--- config.mk ---
export PLATFORM = sky130hd
export DESIGN_NAME = hazard_ctrl
export DESIGN_NICKNAME = d
export VERILOG_FILES = /design/src/rtl/hazard_ctrl_pkg.sv /design/src/rtl/hazard_ctrl_sat_counter.sv /design/src/rtl/hazard_ctrl.sv
export SDC_FILE = /design/constraint.sdc
export NUM_CORES = 1
export LEC_CHECK = 0
export ABC_AREA = 1
export ABC_CLOCK_PERIOD_IN_PS = 8700
export CORE_MARGIN = 5
export CORE_UTILIZATION = 30
export DETAILED_ROUTE_END_ITERATION = 6
export GPL_ROUTABILITY_DRIVEN = 0
export MAX_ROUTING_LAYER = met4
export SYNTH_ARGS = -nofsm -noshare
export SYNTH_HDL_FRONTEND = slang
export SYNTH_SLANG_ARGS = --single-unit
--- constraint.sdc ---
create_clock -name clk -period 8.7 [get_ports clk]
set_input_delay 1.74 -clock clk [delete_from_list [all_inputs] [get_ports clk]]
set_output_delay 1.74 -clock clk [all_outputs]
set_load 0.01 [all_outputs]
--- src/rtl/hazard_ctrl_pkg.sv ---
// Shared types for the pipeline hazard controller: RV32I opcode encodings,
// the held-response FSM state and the source-register usage helpers.
package hazardctrl;

  typedef enum logic [6:0] {
    op_lui   = 7'b0110111,
    op_auipc = 7'b0010111,
    op_jal   = 7'b1101111,
    op_jalr  = 7'b1100111,
    op_br    = 7'b1100011,
    op_load  = 7'b0000011,
    op_store = 7'b0100011,
    op_imm   = 7'b0010011,
    op_reg   = 7'b0110011,
    op_csr   = 7'b1110011
  } rv32i_opcode;

  // WAIT_I: D-cache data is parked in dbuf, still waiting on the I-cache.
  // WAIT_D: I-cache data is parked in ibuf, still waiting on the D-cache.
  typedef enum logic [1:0] {
    ST_RUN    = 2'd0,
    ST_WAIT_I = 2'd1,
    ST_WAIT_D = 2'd2
  } hc_state_e;

  function automatic logic uses_rs1(input rv32i_opcode op);
    return op inside {op_reg, op_imm, op_load, op_store, op_br, op_jalr};
  endfunction

  function automatic logic uses_rs2(input rv32i_opcode op);
    return op inside {op_reg, op_store, op_br};
  endfunction

endpackage

--- src/rtl/hazard_ctrl_sat_counter.sv ---
// Saturating up-counter used for the hazard performance counters.
module sat_counter #(
  parameter int CNT_W = 32
) (
  input  logic             clk,
  input  logic             rst,
  input  logic             inc,
  output logic [CNT_W-1:0] count
);

  localparam logic [CNT_W-1:0] ONE = {{(CNT_W-1){1'b0}}, 1'b1};

  always_ff @(posedge clk or posedge rst) begin
    if (rst) begin
      count <= '0;
    end else if (inc && (count != '1)) begin
      count <= count + ONE;
    end
  end

endmodule

--- src/rtl/hazard_ctrl.sv ---
// Pipeline hazard controller: load-use bubbles, branch flushes and cache-miss
// stalls, with buffering of a response that arrives while the other side stalls.
module hazard_ctrl
  import hazardctrl::*;
#(
  parameter int CNT_W = 32
) (
  input  logic             clk,
  input  logic             rst,
  input  logic [4:0]       fd_rs1,
  input  logic [4:0]       fd_rs2,
  input  rv32i_opcode      fd_opcode,
  input  logic             fd_valid,
  input  logic [4:0]       de_rd,
  input  rv32i_opcode      de_opcode,
  input  logic             de_valid,
  input  logic             br_taken,
  input  logic             imem_read,
  input  logic             imem_resp,
  input  logic [31:0]      imem_rdata,
  input  logic             dmem_req,
  input  logic             dmem_resp,
  input  logic [31:0]      dmem_rdata,
  output logic             imem_read_out,
  output logic             dmem_req_out,
  output logic [31:0]      instr_out,
  output logic [31:0]      dmem_rdata_out,
  output logic             pc_load,
  output logic             fd_load,
  output logic             de_load,
  output logic             em_load,
  output logic             mw_load,
  output logic             fd_flush,
  output logic             de_bubble,
  output logic [CNT_W-1:0] stall_cnt,
  output logic [CNT_W-1:0] bubble_cnt,
  output logic [CNT_W-1:0] flush_cnt,
  output hc_state_e        dbg_state
);

  hc_state_e   r_state;
  logic [31:0] r_ibuf;
  logic [31:0] r_dbuf;

  logic w_i_held;
  logic w_d_held;
  logic w_i_pend;
  logic w_d_pend;
  logic w_mem_stall;
  logic w_load_use;
  logic w_hit_rs1;
  logic w_hit_rs2;
  logic w_stall_inc;
  logic w_bubble_inc;
  logic w_flush_inc;

  // Both flags can never be set together: a second response ends the stall.
  assign w_i_held = (r_state == ST_WAIT_D);
  assign w_d_held = (r_state == ST_WAIT_I);

  assign w_i_pend    = imem_read & ~w_i_held & ~imem_resp;
  assign w_d_pend    = dmem_req  & ~w_d_held & ~dmem_resp;
  assign w_mem_stall = w_i_pend | w_d_pend;

  assign w_hit_rs1  = uses_rs1(fd_opcode) && (fd_rs1 == de_rd);
  assign w_hit_rs2  = uses_rs2(fd_opcode) && (fd_rs2 == de_rd);
  assign w_load_use = de_valid && (de_opcode == op_load) && (de_rd != 5'd0) &&
                      fd_valid && (w_hit_rs1 || w_hit_rs2);

  assign imem_read_out  = imem_read & ~w_i_held;
  assign dmem_req_out   = dmem_req  & ~w_d_held;
  assign instr_out      = w_i_held ? r_ibuf : imem_rdata;
  assign dmem_rdata_out = w_d_held ? r_dbuf : dmem_rdata;
  assign dbg_state      = r_state;

  always_ff @(posedge clk or posedge rst) begin
    if (rst) begin
      r_state <= ST_RUN;
      r_ibuf  <= '0;
      r_dbuf  <= '0;
    end else begin
      if (w_mem_stall && imem_resp) r_ibuf <= imem_rdata;
      if (w_mem_stall && dmem_resp) r_dbuf <= dmem_rdata;
      case (r_state)
        ST_RUN: begin
          if (!w_mem_stall)   r_state <= ST_RUN;
          else if (imem_resp) r_state <= ST_WAIT_D;
          else if (dmem_resp) r_state <= ST_WAIT_I;
        end
        ST_WAIT_I: if (!w_mem_stall) r_state <= ST_RUN;
        ST_WAIT_D: if (!w_mem_stall) r_state <= ST_RUN;
        default:   r_state <= ST_RUN;
      endcase
    end
  end

  // Latch control, in priority order: reset, memory stall, branch, load-use.
  always_comb begin
    pc_load   = 1'b1;
    fd_load   = 1'b1;
    de_load   = 1'b1;
    em_load   = 1'b1;
    mw_load   = 1'b1;
    fd_flush  = 1'b0;
    de_bubble = 1'b0;
    if (rst) begin
      {pc_load, fd_load, de_load, em_load, mw_load} = 5'b00000;
      fd_flush  = 1'b1;
      de_bubble = 1'b1;
    end else if (w_mem_stall) begin
      {pc_load, fd_load, de_load, em_load, mw_load} = 5'b00000;
    end else if (br_taken) begin
      fd_flush  = 1'b1;
      de_bubble = 1'b1;
    end else if (w_load_use) begin
      pc_load   = 1'b0;
      fd_load   = 1'b0;
      de_bubble = 1'b1;
    end
  end

  assign w_stall_inc  = w_mem_stall;
  assign w_flush_inc  = ~w_mem_stall & br_taken;
  assign w_bubble_inc = ~w_mem_stall & ~br_taken & w_load_use;

  sat_counter #(.CNT_W(CNT_W)) u_stall_cnt (
    .clk   (clk),
    .rst   (rst),
    .inc   (w_stall_inc),
    .count (stall_cnt)
  );

  sat_counter #(.CNT_W(CNT_W)) u_bubble_cnt (
    .clk   (clk),
    .rst   (rst),
    .inc   (w_bubble_inc),
    .count (bubble_cnt)
  );

  sat_counter #(.CNT_W(CNT_W)) u_flush_cnt (
    .clk   (clk),
    .rst   (rst),
    .inc   (w_flush_inc),
    .count (flush_cnt)
  );

endmodule

* Word-level counts from Yosys, hierarchy flattened
Index checks and enable logic that the tools add are counted.
Word-level totals: bits in registers 162, memories kept 0, logic and storage cells 77, memory bits (read-only) 0, output and inout port bits 171, bits of input ports 102, bits in writable memories 0, latch bits 0
Operators by class: add/subtract/negate cells 3, div/mod/pow operators 0, reductions and logical operators 18, order comparisons 0, bitwise gates (word level) 14, equality and inequality tests 16, multiply operators 0, shift operators 0, muxes and demuxes 20
Operators by type and width (number):
- $add 32x1->32 const B | 3
- $ne 32x32->1 const B | 3
- $mux 32 | 2
- $eq 7x2->1 const B | 2
- $eq 7x6->1 const B | 2
- $eq 7x7->1 const B | 2
- $mux 1 | 13
- $logic_and 1x1->1 | 11
- $eq 5x5->1 | 2
- $mux 2 | 4
- $and 1x1->1 | 7
- $eq 7x5->1 const B | 1
- $not 1->1 | 6
- $reduce_bool 6->1 | 1
- $reduce_bool 5->1 | 1
- $ne 4x4->1 const B | 1
- $pmux 2 s2 | 1
- $reduce_bool 3->1 | 1
- $eq 2x1->1 const B | 1
- $eq 2x2->1 const B | 1
- $logic_not 2->1 | 1
- $ne 2x2->1 const B | 1
- $reduce_and 2->1 | 1
- $reduce_or 2->1 | 1
- other kinds (2) | 2

* Longest topological paths before layout
Gate-level depths: netlist (run 1).
word-level depth 9, gate-level depth with buffers 12, depth with buffers taken out 12

* Modules after synthesis
From an unflattened synthesis (run 1), not the netlist that was laid out.
Unflattened totals: cells, all modules 1607, area total of the unflattened synthesis 10560.1 um^2
Modules (own cells, without submodules):
- sat_counter | area each 2257.2 um^2, instances 3, cells each 361, sequential area each 800.8 um^2
- hazard_ctrl | area each 3788.6 um^2, instances 1, cells each 524, sequential area each 1651.6 um^2

* Least setup slack after synthesis (run 1)
No wires, ideal clock.
path type input -> output, start point in rst, end point out de_bubble, buffers on the path 0, stages on the path 2, data arrival time 5.651 ns, data required time 6.960 ns, setup slack 1.309 ns, path through inv_1 > nand3_1
Between the ends: cells in the longest elaborated chain, start to end 1
RTL lines:
- from (decl) | RTL line hazard_ctrl.sv:9 | input logic rst,
- $mux 1 | RTL line hazard_ctrl.sv:106 | if (rst) begin
- to (decl) | RTL line hazard_ctrl.sv:34 | output logic de_bubble,
No other way between the ends.

* Worst setup path after layout (run 1)
start point in de_rd[2], end point out de_bubble
Between the ends: cells in the longest elaborated chain, start to end 8, elaborated cells on any way between the ends 13, those cells by class 2 x eq/ne; 4 x mux; 7 x reduce/logical
RTL lines:
- from (decl) | RTL line hazard_ctrl.sv:14 | input logic [4:0] de_rd,
- $eq 5x5->1, or another cell as far along | RTL line hazard_ctrl.sv:65 | assign w_hit_rs1 = uses_rs1(fd_opcode) && (fd_rs1 == de_rd);
- $logic_and 1x1->1 (on tied branches) | RTL line hazard_ctrl.sv:65, hazard_ctrl.sv:66, hazard_ctrl.sv:67
- $logic_or 1x1->1 / $logic_and 1x1->1 (equally long branches) | RTL line hazard_ctrl.sv:68, hazard_ctrl.sv:67
- $logic_and 1x1->1 (*) | RTL line hazard_ctrl.sv:68 | fd_valid && (w_hit_rs1 || w_hit_rs2);
- $mux 1 (*) | RTL line hazard_ctrl.sv:115 | end else if (w_load_use) begin
- $mux 1 (*) | RTL line hazard_ctrl.sv:112 | end else if (br_taken) begin
- $mux 1 (*) | RTL line hazard_ctrl.sv:110 | end else if (w_mem_stall) begin
- $mux 1 (*) | RTL line hazard_ctrl.sv:106
Mark *: on every way between the ends. The rest lies on a longest branch, timed or not.

==> run metrics, run 1 <==
run status complete, no violations; PortBufs 272; number of max-cap violations 0; placement-stage cell area 0.0130 mm²; antenna violations before repair 0; first-pass GRT wire length 49.9 mm; Starting Density 30.5%; CP required 6.96 ns; Hold Crit Class reg -> reg; GRT Util Overall 17.3%; #FFs+latches synth 162; hold-fix buffers at CTS 0; TNS Setup 0 ns; Peak Freq 171 MHz; H-tree depth 4; Setup Slack @ Placement 2.84 ns; final hold vios 0; drt pass-1 iters 5; area taken by multi-input logic gates 0.00507 mm²; # fillers 3,344; power per cell area 170 mW/mm²; commonest non-fill, non-tap cells in the layout nand2_1, clkdlybuf4s50_1, dfrtp_1, inv_1, o21ai_0; fraction of layout cells with a size suffix above 1 4.38%; final setup violation count 0; Lkg Pwr 6.17 nW; synthesized area per cell 6.85 µm²; Critical Path AT 4.10 ns; RSZ-0062 raised after global routing no; Gate Count Post-Synth 1,454; Die H 192 µm; nets 1,806; setup slack after layout 2.86 ns; Clock transition at path regs 0.07 ns; Worst setup EP type output pin; CTS sink cnt 162; DR vias 9,800; pin count of the biggest net entering global routing 66; cts repair resizes 0; CTS root buffer clkbuf_16; register area 0.00405 mm²; Synth Cell Area 0.00996 mm²; dpl hpwl 23.0 mm; R2R Setup Slk 5.00 ns; Clock Skew 0.0160 ns; io pins 273; wire per inst 14.3 µm; postcts setup bufs 0; clk_lat worst skew 0.43 ns; Period minus WS final 5.84 ns; Overall Power 2.32 mW; syn_nets 1,562; yosys warns 0; Crit Path Max Fanout 34; worst-margin pin slew 1.04 ns; vias per cell 4.55; Design Area, Final 0.0136 mm²; commonest non-fill, non-tap cell in the layout nand2_1; CTS tree yes; Max Root-Sink Buffers 2; vias in the first global route 9,535; remaining global-route overflow 0; final slew viol count 0; Die W 192 µm; Routed Antenna Nets 0; Total Wirelength 30.7 mm; CP startpoint kind primary input; Crit Path Class in -> out; core area 0.0327 mm²; drt drc 0; Peak VDD IR 0.000122 V; post-synth cell types 32; antenna cell count 0; 1st-iter DRT viols 609; row cnt 66; register area share after synthesis 40.7%; slew margin rel. 30.2%; TritonCTS Buffers 17; period utilisation layout 67.2%; die area 0.0370 mm²; synthesis-to-finish area growth 36.5%
[area by class of cell]
class / instances / area share (%)
multi-input cells: 1088 / 37.3
flip-flops and latches: 162 / 29.8
repair buffers: 278 / 20.3
inverters: 151 / 4.22
well taps: 442 / 4.07
clock buffers: 21 / 3.31
clock inverters: 11 / 0.957
[cells by family after synthesis]
family	after synthesis	synth area share (%)
flops	162	40.7
fa+ha+maj	6	0.753
xor+xnor	66	5.80
buf+inv	204	8.55
compound gates	159	8.34
simple gates	857	35.9
[per-layer routing]
| metal | up-vias | routed length (µm) | GRT usage, % |
|---|---|---|---|
| met2 | 277 | 13500 | 25.8 |
| met5 | - | 0 | - |
| li1 | 5031 | - | - |
| met1 | 4470 | 14200 | 22.7 |
| met4 | 0 | 342 | 3.84 |
| met3 | 22 | 2650 | 6.01 |
[power breakdown]
part	leakage (nW)	switching, mW	internal (mW)
sequential	2.14	0.0983	0.862
combinational	3.74	0.301	0.290
clock	0.282	0.332	0.433
[worst paths after layout]
path	from	endpoint	cells past startpoint
setup / recovery	de_rd[2]	de_bubble	13
hold / removal	r_ibuf[9]	r_ibuf[9]	2
setup reg to reg	dbg_state[0]	u_bubble_cnt.count[18]	10
hold reg to reg	r_ibuf[9]	r_ibuf[9]	2
max in group asynchronous	rst	u_stall_cnt.count[9]	3
min in group asynchronous	rst	u_stall_cnt.count[7]	2
[flip-flops by register name, summed over array words and instances (netlist names)]
| register | flops |
|---|---|
| r_dbuf | 32 |
| dbg_state | 2 |
| u_flush_cnt.count | 32 |
| r_ibuf | 32 |
| u_stall_cnt.count | 32 |
| u_bubble_cnt.count | 32 |
[through the flow]
step	util, %	instances	hold slack, ns
global placement	39.8	2121	0.465
floorplan	-	1454	0.453
CTS	41.6	2153	0.491
finish	41.6	2153	0.484
detailed placement	39.8	2121	0.473
global route	41.6	2153	0.501
[worst max-delay path, cell delays in order]
cell and delay, ns:
clkdlybuf4s50_1 0.51, inv_1 0.09, nand2_1 0.07, nand2_1 0.05
nor2_1 0.12, nand2_1 0.07, nor2_1 0.10, nor2_1 0.07
nor2_4 0.07, buf_4 0.36, nand3_1 0.11, nand3_1 0.15
clkdlybuf4s50_1 0.58
[cells in the mapped netlist]
cell	n	area share, %
o21ai_0	144	7.2
nand3_1	26	1.3
o21ai_1	4	0.20
a21o_1	1	0.075
ha_1	6	0.75
inv_2	4	0.15
xnor2_1	25	2.2
buf_2	10	0.50
nor2_1	120	4.5
o211a_1	1	0.10
nor3_2	3	0.30
a21oi_1	1	0.050
o21ai_2	6	0.53
inv_4	1	0.063
nor2_4	4	0.45
xor2_1	41	3.6
clkinv_1	1	0.038
nand2_4	1	0.11
dfrtp_1	162	41
buf_6	5	0.57
inv_1	145	5.5
nand4_2	1	0.13
buf_4	9	0.68
nand3_2	2	0.20
clkbuf_1	29	1.1
nor2_2	8	0.50
o211ai_1	2	0.15
nand2_2	5	0.31
nand2_1	598	23
nand3b_1	22	1.7
nor3_1	28	1.4
nand4_1	39	2.4
No activity file was read; power rests on OpenSTA's default activity.
==> run 2: changes to the inputs <==
- ABC_CLOCK_PERIOD_IN_PS: 8700 -> 4800
- clock period: 8.7 -> 4.8 ns (I/O delays scaled with it)
==> run metrics, run 2 (synthesis results as in run 1) <==
TritonCTS Buffers 17; remaining global-route overflow 0; Peak Freq 241 MHz; Starting Density 30.5%; Crit Path Max Fanout 11; io pins 273; CP startpoint kind primary input; period utilisation layout 86.4%; Critical Path AT 3.19 ns; synthesis-to-finish area growth 37.1%; drt pass-1 iters 5; Setup Slack @ Placement 0.653 ns; postcts setup bufs 0; setup slack after layout 0.655 ns; H-tree depth 4; Total Wirelength 30.4 mm; worst-margin pin slew 1.04 ns; hold-fix buffers at CTS 0; Lkg Pwr 6.20 nW; Max Root-Sink Buffers 2; core area 0.0327 mm²; Hold WS 0.486 ns; CTS root buffer clkbuf_16; Period minus WS final 4.15 ns; TNS Setup 0 ns; run status complete, no violations; row cnt 66; Clock Skew 0.0132 ns; Critical Path Source de_rd[2]; DR vias 9,745; 1st-iter DRT viols 525; Die H 192 µm; worst reg2reg endpoint u_bubble_cnt.count[8]; antenna violations before repair 0; nets 1,806; antenna cell count 0; vias per cell 4.53; Peak VDD IR 0.000221 V; number of max-cap violations 0; RSZ-0062 raised after global routing no; R2R cell count 9; power per cell area 314 mW/mm²; clk_lat worst skew 0.44 ns; Hold Crit Class reg -> reg; GRT Util Overall 17.3%; drt drc 0; final setup violation count 0; final hold vios 0; commonest non-fill, non-tap cells in the layout nand2_1, clkdlybuf4s50_1, dfrtp_1, inv_1, o21ai_0; die area 0.0370 mm²; Worst setup EP type output pin; Die W 192 µm; Clock transition at path regs 0.06 ns; wire per inst 14.1 µm; PortBufs 272; CP Capture Point de_bubble; first-pass GRT wire length 50.2 mm; pin count of the biggest net entering global routing 160; commonest non-fill, non-tap cell in the layout nand2_1; slew margin rel. 30.5%; cts repair resizes 0; CTS sink cnt 162; Routed Antenna Nets 0; final core occ 41.8%; Crit Path Class in -> out; fraction of layout cells with a size suffix above 1 4.44%; R2R Setup Slk 1.84 ns; CTS tree yes; CP required 3.84 ns; vias in the first global route 9,732; dpl hpwl 22.7 mm; final slew viol count 0; RR Startpoint u_bubble_cnt.count[0]
[run 2: cell count changes in the layout (fill, tap and decap cells not counted), sizes merged]
cell and change:
clkbuf -1, clkinvlp +1, bufinv +2, clkinv -3
[run 2: layout make-up]
type / instances / area [µm²]
fillers: 3409 / 19000
well taps: 442 / 553
multi-input cells: 1088 / 5070
flip-flops and latches: 162 / 4050
clock inverters: 11 / 176
clock buffers: 20 / 457
inverters: 151 / 573
repair buffers: 278 / 2780
[run 2: report_power, final]
| part | switching (mW) | total (mW) | internal, mW | leakage, nW |
|---|---|---|---|---|
| Sequential | 0.176 | 1.74 | 1.56 | 2.14 |
| Clock | 0.587 | 1.49 | 0.901 | 0.307 |
| Combinational | 0.543 | 1.07 | 0.526 | 3.75 |
| Total | 1.31 | 4.29 | 2.99 | 6.20 |
[run 2: how the worst min path moves through the flow]
stage / slack [ns] / startpoint / depth (start not counted) / to
2_1_floorplan: 0.45 / r_dbuf[0] / 2 / r_dbuf[0]
3_3_place_gp: 0.46 / r_dbuf[12] / 2 / r_dbuf[12]
6_report: 0.49 / r_dbuf[8] / 2 / r_dbuf[8]
5_1_grt: 0.51 / r_dbuf[29] / 2 / r_dbuf[29]
3_5_place_dp: 0.47 / r_ibuf[24] / 2 / r_ibuf[24]
4_1_cts: 0.49 / r_dbuf[8] / 2 / r_dbuf[8]
[run 2: critical path: stages]
cell,delay (ns)
clkdlybuf4s50_1,0.51
inv_1,0.09
nand2_1,0.06
nand2_1,0.06
nor2_1,0.14
nand2_1,0.07
nor2_1,0.10
nor2_1,0.07
nor2_4,0.33
nand3_1,0.13
nand3_1,0.11
clkdlybuf4s50_1,0.56
[run 2: routing by layer]
metal,vias up,routed length [µm],global-route usage (%)
met5,-,0,-
met2,266,13300,26.4
met4,0,422,4.39
met3,31,2480,5.73
met1,4428,14200,22.3
li1,5020,-,-
[run 2: metrics by stage]
| stage | power [mW] | area (µm²) | std cells |
|---|---|---|---|
| finish | 4.29 | 13700 | 2152 |
| global route | 4.56 | 13700 | 2152 |
| global placement | 2.83 | 13000 | 2121 |
| detailed placement | 2.84 | 13000 | 2121 |
| floorplan | 2.28 | 9970 | 1454 |
| CTS | 4.36 | 13700 | 2152 |
